==> config.mk <==
export PLATFORM = sky130hd
export DESIGN_NAME = ser_frame_rx
export DESIGN_NICKNAME = d
export VERILOG_FILES = /design/src/rtl/ser_des_pkg.sv /design/src/rtl/rx_fifo.sv /design/src/rtl/ser_frame_rx.sv
export SDC_FILE = /design/constraint.sdc
export NUM_CORES = 1
export LEC_CHECK = 0
export CAP_MARGIN = 10
export CORE_ASPECT_RATIO = 0.75
export CORE_MARGIN = 2
export CORE_UTILIZATION = 63
export DETAILED_ROUTE_END_ITERATION = 8
export PLACE_DENSITY = 0.84
export SKIP_CTS_REPAIR_TIMING = 1
export SYNTH_ARGS = -nofsm -noshare
export SYNTH_HDL_FRONTEND = slang
export SYNTH_SLANG_ARGS = --single-unit
==> constraint.sdc <==
create_clock -name clk -period 4.2 [get_ports clk]
set_clock_uncertainty 0.1 [all_clocks]
set_input_delay 1.05 -clock clk [delete_from_list [all_inputs] [get_ports clk]]
set_output_delay 1.05 -clock clk [all_outputs]
set_load 0.02 [all_outputs]
==> src/rtl/ser_des_pkg.sv <==
// Shared definitions for the serial link: frame constants, receiver FSM states
// and the even-parity helper used by both serializer and receiver.
package ser_des_pkg;

  localparam int   DATA_BITS  = 8;
  localparam int   FRAME_BITS = 11;
  localparam logic IDLE_LEVEL = 1'b1;

  typedef enum logic [2:0] {
    IDLE,
    START,
    DATA,
    PARITY,
    STOP,
    BREAK
  } rx_state_t;

  function automatic logic parity(input logic [DATA_BITS-1:0] d);
    return ^d;
  endfunction

endpackage

==> src/rtl/rx_fifo.sv <==
// Show-ahead byte FIFO; a push onto a full FIFO only succeeds when a pop
// happens in the same cycle.
module rx_fifo #(
  parameter int DEPTH = 4
) (
  input  logic       clk,
  input  logic       nreset,
  input  logic       push,
  input  logic [7:0] push_data,
  input  logic       pop,
  output logic [7:0] head,
  output logic       full,
  output logic       empty
);

  localparam int AW = $clog2(DEPTH);

  logic [7:0]    mem [DEPTH];
  logic [AW-1:0] wr_ptr;
  logic [AW-1:0] rd_ptr;
  logic [AW:0]   count;
  logic          do_push;
  logic          do_pop;

  assign empty   = (count == '0);
  assign full    = (count == (AW+1)'(DEPTH));
  assign do_pop  = pop && !empty;
  assign do_push = push && (!full || do_pop);
  assign head    = mem[rd_ptr];

  always_ff @(posedge clk or negedge nreset) begin
    if (!nreset) begin
      wr_ptr <= '0;
      rd_ptr <= '0;
      count  <= '0;
      for (int i = 0; i < DEPTH; i++) mem[i] <= '0;
    end else begin
      if (do_push) begin
        mem[wr_ptr] <= push_data;
        wr_ptr      <= wr_ptr + AW'(1);
      end
      if (do_pop) rd_ptr <= rd_ptr + AW'(1);
      case ({do_push, do_pop})
        2'b10:   count <= count + (AW+1)'(1);
        2'b01:   count <= count - (AW+1)'(1);
        default: count <= count;
      endcase
    end
  end

endmodule

==> src/rtl/ser_frame_rx.sv <==
// Framed serial receiver: start / 8 data LSB first / even parity / stop,
// good bytes buffered in rx_fifo behind a valid/ready interface.
module ser_frame_rx
  import ser_des_pkg::*;
#(
  parameter int CLKS_PER_BIT = 4,
  parameter int FIFO_DEPTH   = 4
) (
  input  logic       clk,
  input  logic       nreset,
  input  logic       ser_in,
  output logic [7:0] out_data,
  output logic       out_valid,
  input  logic       out_ready,
  output logic       parity_err,
  output logic       frame_err,
  output logic       overflow,
  input  logic       clr_err
);

  localparam int CNT_W = $clog2(CLKS_PER_BIT);
  localparam logic [CNT_W-1:0] HALF_LAST = CNT_W'(CLKS_PER_BIT/2 - 1);
  localparam logic [CNT_W-1:0] BIT_LAST  = CNT_W'(CLKS_PER_BIT - 1);

  rx_state_t            state;
  logic [CNT_W-1:0]     cnt;
  logic [2:0]           bit_idx;
  logic [DATA_BITS-1:0] shift;
  logic                 par_bad;
  logic                 bit_tick;
  logic                 push;
  logic                 pop;
  logic                 fifo_full;
  logic                 fifo_empty;

  assign bit_tick  = (cnt == BIT_LAST);
  // Push is decoded on the stop-sample edge itself so the FIFO registers it there.
  assign push      = (state == STOP) && bit_tick && (ser_in == IDLE_LEVEL) && !par_bad;
  assign pop       = out_valid && out_ready;
  assign out_valid = !fifo_empty;

  always_ff @(posedge clk or negedge nreset) begin
    if (!nreset) begin
      state      <= IDLE;
      cnt        <= '0;
      bit_idx    <= '0;
      shift      <= '0;
      par_bad    <= 1'b0;
      parity_err <= 1'b0;
      frame_err  <= 1'b0;
    end else begin
      parity_err <= 1'b0;
      frame_err  <= 1'b0;
      cnt        <= cnt + CNT_W'(1);
      unique case (state)
        IDLE: if (ser_in != IDLE_LEVEL) begin
          state   <= START;
          cnt     <= '0;
          bit_idx <= '0;
        end
        START: if (cnt == HALF_LAST) begin
          cnt   <= '0;
          state <= (ser_in == IDLE_LEVEL) ? IDLE : DATA;
        end
        DATA: if (bit_tick) begin
          cnt     <= '0;
          shift   <= {ser_in, shift[DATA_BITS-1:1]};
          bit_idx <= bit_idx + 3'd1;
          if (bit_idx == 3'(DATA_BITS - 1)) state <= PARITY;
        end
        PARITY: if (bit_tick) begin
          cnt     <= '0;
          par_bad <= parity(shift) ^ ser_in;
          state   <= STOP;
        end
        STOP: if (bit_tick) begin
          cnt <= '0;
          if (ser_in == IDLE_LEVEL) begin
            parity_err <= par_bad;
            state      <= IDLE;
          end else begin
            frame_err <= 1'b1;
            state     <= BREAK;
          end
        end
        BREAK: if (ser_in == IDLE_LEVEL) state <= IDLE;
        default: state <= IDLE;
      endcase
    end
  end

  // A new drop wins over a same-cycle clear.
  always_ff @(posedge clk or negedge nreset) begin
    if (!nreset)                          overflow <= 1'b0;
    else if (push && fifo_full && !pop)   overflow <= 1'b1;
    else if (clr_err)                     overflow <= 1'b0;
  end

  rx_fifo #(.DEPTH(FIFO_DEPTH)) u_fifo (
    .clk       (clk),
    .nreset    (nreset),
    .push      (push),
    .push_data (shift),
    .pop       (pop),
    .head      (out_data),
    .full      (fifo_full),
    .empty     (fifo_empty)
  );

endmodule
==> qor.yml, run 1 <==
post-route-util_pct: 74.96
synth_edf_count: 0
die_w_um: 82.53
crit_end: "u_fifo.count[2]"
r2r-start: "cnt[0]"
layout_common_cells: "dfrtp_1 (59), mux2_2 (27), clkdlybuf4s50_1 (15)"
vias: 1707
grt_overflow: 0
syn_nets: 226
cp.required_ps: 4310
grt_max_degree: 48
via_per_inst: 5.826
die_h_um: 62.90
area_growth_syn_to_layout_pct: 14.90
path_buf_inv: 3
gr-usage-met3_pct: 8.382
regToRegSetupSlack_ps: 1260
final_area_mm2: 0.003348
crit_slowest_cell: "nor4b_4"
rr_endpoint: "u_fifo.count[2]"
synth_flop_cell: "dfrtp_1"
drv_slew: 0
critPathMaxFanout: 8
yosys_warnings: 0
cts_tree: "done"
ant_nets: 0
dr.pass1.iters: 4
tightest_slew_ps: 1015
grt_usage_pct: 24.11
critPathLaunch: "ser_in"
crit_type: "in -> reg"
maxSlewHeadroom_pct: 32.34
placed_area_mm2: 0.003122
ys_seq_elements: 59
dieArea_mm2: 0.005191
fin_total_pwr_mw: 1.733
clock-sinks: 59
antenna_found_initial: 0
clk_pin_slew_ps: 60
core_area_mm2: 0.004467
status: "complete, no violations"
numCtsBuffers: 9
yosysSeqAreaShare_pct: 50.67
grt_use_met1_pct: 34.63
drive_gt1_share_pct: 32.20
drt_iter0_markers: 110
cts_max_level: 3
routedWlPerCell_um: 17.80
hp-start: "u_fifo.mem[13]"
arrival_ps: 3500
final_common_cell: "dfrtp_1"
ys_types: 37
grt_pass1_vias: 1794
syn_area_mm2: 0.002914
io_pins: 17
fmax_ghz: 0.2952
hold_class: "reg -> reg"
rsz0062_at_grt: "false"
period_minus_slack_ps: 3388
finalSetupTns_ps: 0
insertedDiodeCount: 0
routed_wl_um: 5214
min_period_over_period_pct: 80.66
use_met2_pct: 34.78
reg2reg_depth: 10
cp-start-kind: "primary input"
row_count: 21
setup.worst_path.end_class: "flop"
setup_violations: 0
busiest_layer: "met2"
drc_errors: 0
routabilityCongestion: 0.7709
powerDensity_mw_per_mm2: 517.7
syn_area_per_cell_um2: 13.88
worstPathCellList: "clkdlybuf4s50_1 -> nand4b_4 -> nor4b_4 -> inv_1 -> ha_1 -> inv_1 -> fa_1 -> xor2_1 -> nor2_1 -> xor2_1"
cp_top_family: "simple AND/OR/NAND/NOR gates"
fin_nets: 247
cts.path.max_buffers: 2
clkLatencyLatePin_ps: 330
dp_hpwl_um: 3413
async_flop_share_pct: 100.0
initial_core_util_pct: 65.24
grt_pass1_wl_um: 9094
hold_viol_final: 0
synthCells: 210
cap_viol_max_count: 0
nFillCells: 275
io_buffers: 16
p_leak_nw: 1.682
irDropWorstVdd_uv: 453.4
slowest_delay_ps: 690
crit_cells: 10
cts_root_buf: "clkbuf_8"
[synth_stat cells, types with 6 or more instances]
| master | count | share of area, % |
|---|---|---|
| inv_1 | 12 | 1.5 |
| o21ai_0 | 6 | 1.0 |
| clkbuf_1 | 6 | 0.77 |
| mux2_2 | 27 | 10 |
| a21oi_1 | 6 | 1.0 |
| ha_1 | 10 | 4.3 |
| mux4_2 | 8 | 6.2 |
| mux2_4 | 12 | 6.2 |
| dfrtp_1 | 59 | 51 |
| nor2_1 | 10 | 1.3 |
| xnor2_1 | 8 | 2.4 |
[power breakdown]
part           switching, mW  internal [mW]
clock network          0.209          0.363
registers              0.157          0.637
logic                  0.164          0.203
[worst register-to-register path, delay by kind of cell (launching register included)]
family / cells / cell delay [ps]
xor+xnor: 2 / 300
fa+ha+maj: 3 / 890
buf+inv: 2 / 180
flops: 1 / 410
simple gates: 3 / 950
[per-layer routing]
metal	vias to the layer above	wire, um
li1	802	-
met1	837	2451
met2	61	2403
met3	7	299
met4	0	59
met5	-	0
[stage by stage]
stage,setup WS (ps),hold WS [ps],cells
after detailed placement,511.4,378.7,277
after global placement,597.7,370.9,277
after CTS,783.7,392.4,293
after floorplan,1122,347.0,210
final,812.1,388.3,293
after global routing,686.7,405.5,293
[cell families after synthesis]
| family | after synthesis | share of synthesized area, % |
|---|---|---|
| flops | 59 | 50.67 |
| mux | 50 | 23.92 |
| simple gates | 37 | 9.017 |
| compound gates | 21 | 4.594 |
| buf+inv | 19 | 2.447 |
| xor+xnor | 13 | 4.379 |
| fa+ha+maj | 11 | 4.981 |
[sequential cells by signal, summed over array words and instances, names as in the netlist]
register	count
bit_idx	3
parity_err	1
overflow	1
u_fifo.rd_ptr	2
frame_err	1
state	3
u_fifo.count	3
par_bad	1
u_fifo.mem	32
cnt	2
shift	8
u_fifo.wr_ptr	2
[area by class of cell]
cell class                      instances  area [um2]  area share (%)
Clock buffer                           11       151.4           4.522
Clock inverter                          5       75.07           2.242
Inverter                               12       45.04           1.345
Multi-Input combinational cell        132        1366           40.81
Sequential cell                        59        1476           44.10
Tap cell                               57       71.32           2.130
Timing Repair Buffer                   17       162.7           4.858
[how the worst min path moves through the flow]
stage	end	slack (ps)	cells past startpoint
finish	u_fifo.mem[13]	390	1
global route	u_fifo.mem[13]	410	1
CTS	u_fifo.mem[13]	390	1
detailed placement	u_fifo.mem[13]	380	1
global placement	u_fifo.mem[5]	370	1
floorplan	u_fifo.count[2]	350	1
(Power assumes the default switching activity.)
==> run 2, diff against run 1 <==
--- a/config.mk
+++ b/config.mk
@@ -8,9 +8,9 @@
 export CAP_MARGIN = 10
 export CORE_ASPECT_RATIO = 0.75
 export CORE_MARGIN = 2
-export CORE_UTILIZATION = 63
+export CORE_UTILIZATION = 53
 export DETAILED_ROUTE_END_ITERATION = 8
-export PLACE_DENSITY = 0.84
+export PLACE_DENSITY = 0.75
 export SKIP_CTS_REPAIR_TIMING = 1
 export SYNTH_ARGS = -nofsm -noshare
 export SYNTH_HDL_FRONTEND = slang
==> constraint.sdc (replaced) <==
create_clock -name clk -period 2.85 [get_ports clk]
set_clock_uncertainty 0.1 [all_clocks]
set_input_delay 0.7125 -clock clk [delete_from_list [all_inputs] [get_ports clk]]
set_output_delay 0.7125 -clock clk [all_outputs]
set_load 0.02 [all_outputs]
==> qor.yml, run 2 (synthesis gave the netlist of run 1 again) <==
status: "complete, no violations"
setup.worst_path.end_class: "output pin"
min_period_over_period_pct: 96.19
worstPathCellList: "buf_4 -> mux4_2 -> clkdlybuf4s50_1"
final_common_cell: "dfrtp_1"
area_growth_syn_to_layout_pct: 17.52
reg2reg_depth: 9  # -1
grt_pass1_vias: 1681  # -6.3%
fin_total_pwr_mw: 2.583  # +49%
row_count: 23  # +9.5%
grt_overflow: 0  # unchanged
post-place-cells: 300  # +8.3%
cts_root_buf: "clkbuf_8"
core_area_mm2: 0.005324  # +19%
io_buffers: 16  # unchanged
post-place-ws_ps: -339.0  # -850.4 ps
crit_end: "out_data[7]"
drive_gt1_share_pct: 34.02  # +1.8 points
cts_max_level: 3  # unchanged
die_w_um: 89.62  # +8.6%
tightest_slew_ps: 703.7  # -311.2 ps
cts.path.max_buffers: 2  # unchanged
maxSlewHeadroom_pct: 52.91  # +21 points
drv_slew: 0  # unchanged
nFillCells: 398  # +45%
dr.pass1.iters: 4  # unchanged
critPathMaxFanout: 5  # -3
via_per_inst: 5.437  # -6.7%
setup_violations: 0  # unchanged
die_h_um: 68.22  # +8.4%
cp-start-kind: "flop"
arrival_ps: 1930  # -1570 ps
p_leak_nw: 1.696  # +0.81%
crit_type: "reg -> out"
setup_ws_ps: 108.6  # -703.5 ps
critPathLaunch: "u_fifo.rd_ptr[0]"
irDropWorstVdd_uv: 384.4  # -15%
dieArea_mm2: 0.006113  # +18%
regToRegSetupSlack_ps: 470  # -790 ps
grt_max_degree: 28  # -42%
ant_nets: 0  # unchanged
final_cell_count_no_fill: 316  # +7.8%
vias: 1718  # +0.64%
drc_errors: 0  # unchanged
slowest_delay_ps: 570  # -120 ps
hold_viol_final: 0  # unchanged
rr_endpoint: "u_fifo.count[2]"
period_minus_slack_ps: 2741
top_register: "u_fifo.mem"
insertedDiodeCount: 0  # unchanged
layout_common_cells: "dfrtp_1 (59), mux2_2 (27), clkdlybuf4s50_1 (15)"
numCtsBuffers: 9  # unchanged
antenna_found_initial: 0  # unchanged
cts_tree: "done"
initial_core_util_pct: 54.74  # -11 points
reg.largest.list: "u_fifo.mem: 32 flops, shift: 8 flops"
clk_pin_slew_ps: 80  # +20 ps
drt_iter0_markers: 41  # -63%
fmax_ghz: 0.3648
fin_nets: 252  # +2.0%
r2r-start: "u_fifo.count[1]"
dp_hpwl_um: 3574  # +4.7%
routabilityCongestion: 0.7954  # +3.2%
grt_usage_pct: 19.47  # -4.6 points
clock-sinks: 59  # unchanged
routed_wl_um: 5226  # +0.23%
powerDensity_mw_per_mm2: 754.3  # +46%
multiInputGateArea_mm2: 0.001373  # +0.46%
grt_pass1_wl_um: 8459  # -7.0%
routedWlPerCell_um: 16.54  # -7.1%
cp.required_ps: 2040  # -2270 ps
cap_viol_max_count: 0  # unchanged
regArea_mm2: 0.001476  # unchanged
clkLatencyLatePin_ps: 340  # about the same
largest_reg_flops: 32  # unchanged
io_pins: 17  # unchanged
rsz0062_at_grt: "false"
hold_class: "in -> async"
crit_slowest_cell: "clkdlybuf4s50_1"
## run 2: cell count changes in the layout (fill, tap and decap cells not counted), moves of 2 or more
cell | previous run | this run
inv_6 | 0 | 2
clkinv_2 | 3 | 0
clkinvlp_4 | 0 | 3
clkbuf_8 | 11 | 9
buf_4 | 1 | 5
## run 2: how the worst min path moves through the flow
stage                           end       startpoint  slack (ps)
floorplan                bit_idx[0]           nreset         320
global placement      u_fifo.mem[5]    u_fifo.mem[5]         370
detailed placement  u_fifo.count[2]  u_fifo.count[2]         370
CTS                  u_fifo.mem[28]           nreset         210
global route         u_fifo.mem[28]           nreset         230
finish               u_fifo.mem[28]           nreset         220
## run 2: area by class of cell
cell class              instances  area share [%]
clock buffers                   9           3.617
clock inverters                 7           2.923
inverters                      12           1.315
multi-input cells             132           40.08
flip-flops and latches         59           43.11
well taps                      75           2.740
repair buffers                 22           6.211
## run 2: worst max-delay path: cells and delay by family (launching register included)
| kind | cells | cell delay, ps |
|---|---|---|
| buffers and inverters | 2 | 750 |
| DFF | 1 | 350 |
| muxes | 1 | 500 |
## run 2: per-layer routing
metal | wire length, um | part of all wire, % | GRT usage [%]
met4 | 70 | 1.3 | 6.157
met5 | 0 | 0 | 0
met1 | 2533 | 48 | 28.09
met2 | 2442 | 47 | 27.39
met3 | 180 | 3.4 | 7.117
## run 2: per-stage QoR
stage / TNS (ps) / util, % / hold slack [ps] / cell area, um2
finish: 0 / 64.32 / 217.4 / 3425
global route: 0 / 64.32 / 233.4 / 3425
CTS: 0 / 64.21 / 214.1 / 3418
detailed placement: -1035 / 60.00 / 373.7 / 3194
global placement: -431.9 / 60.00 / 374.8 / 3194
floorplan: 0 / - / 316.9 / 2914
## run 2: where the power goes
group	switching, mW	internal (mW)
Sequential	0.196	0.938
Clock	0.358	0.498
Combinational	0.270	0.323
Total	0.824	1.76
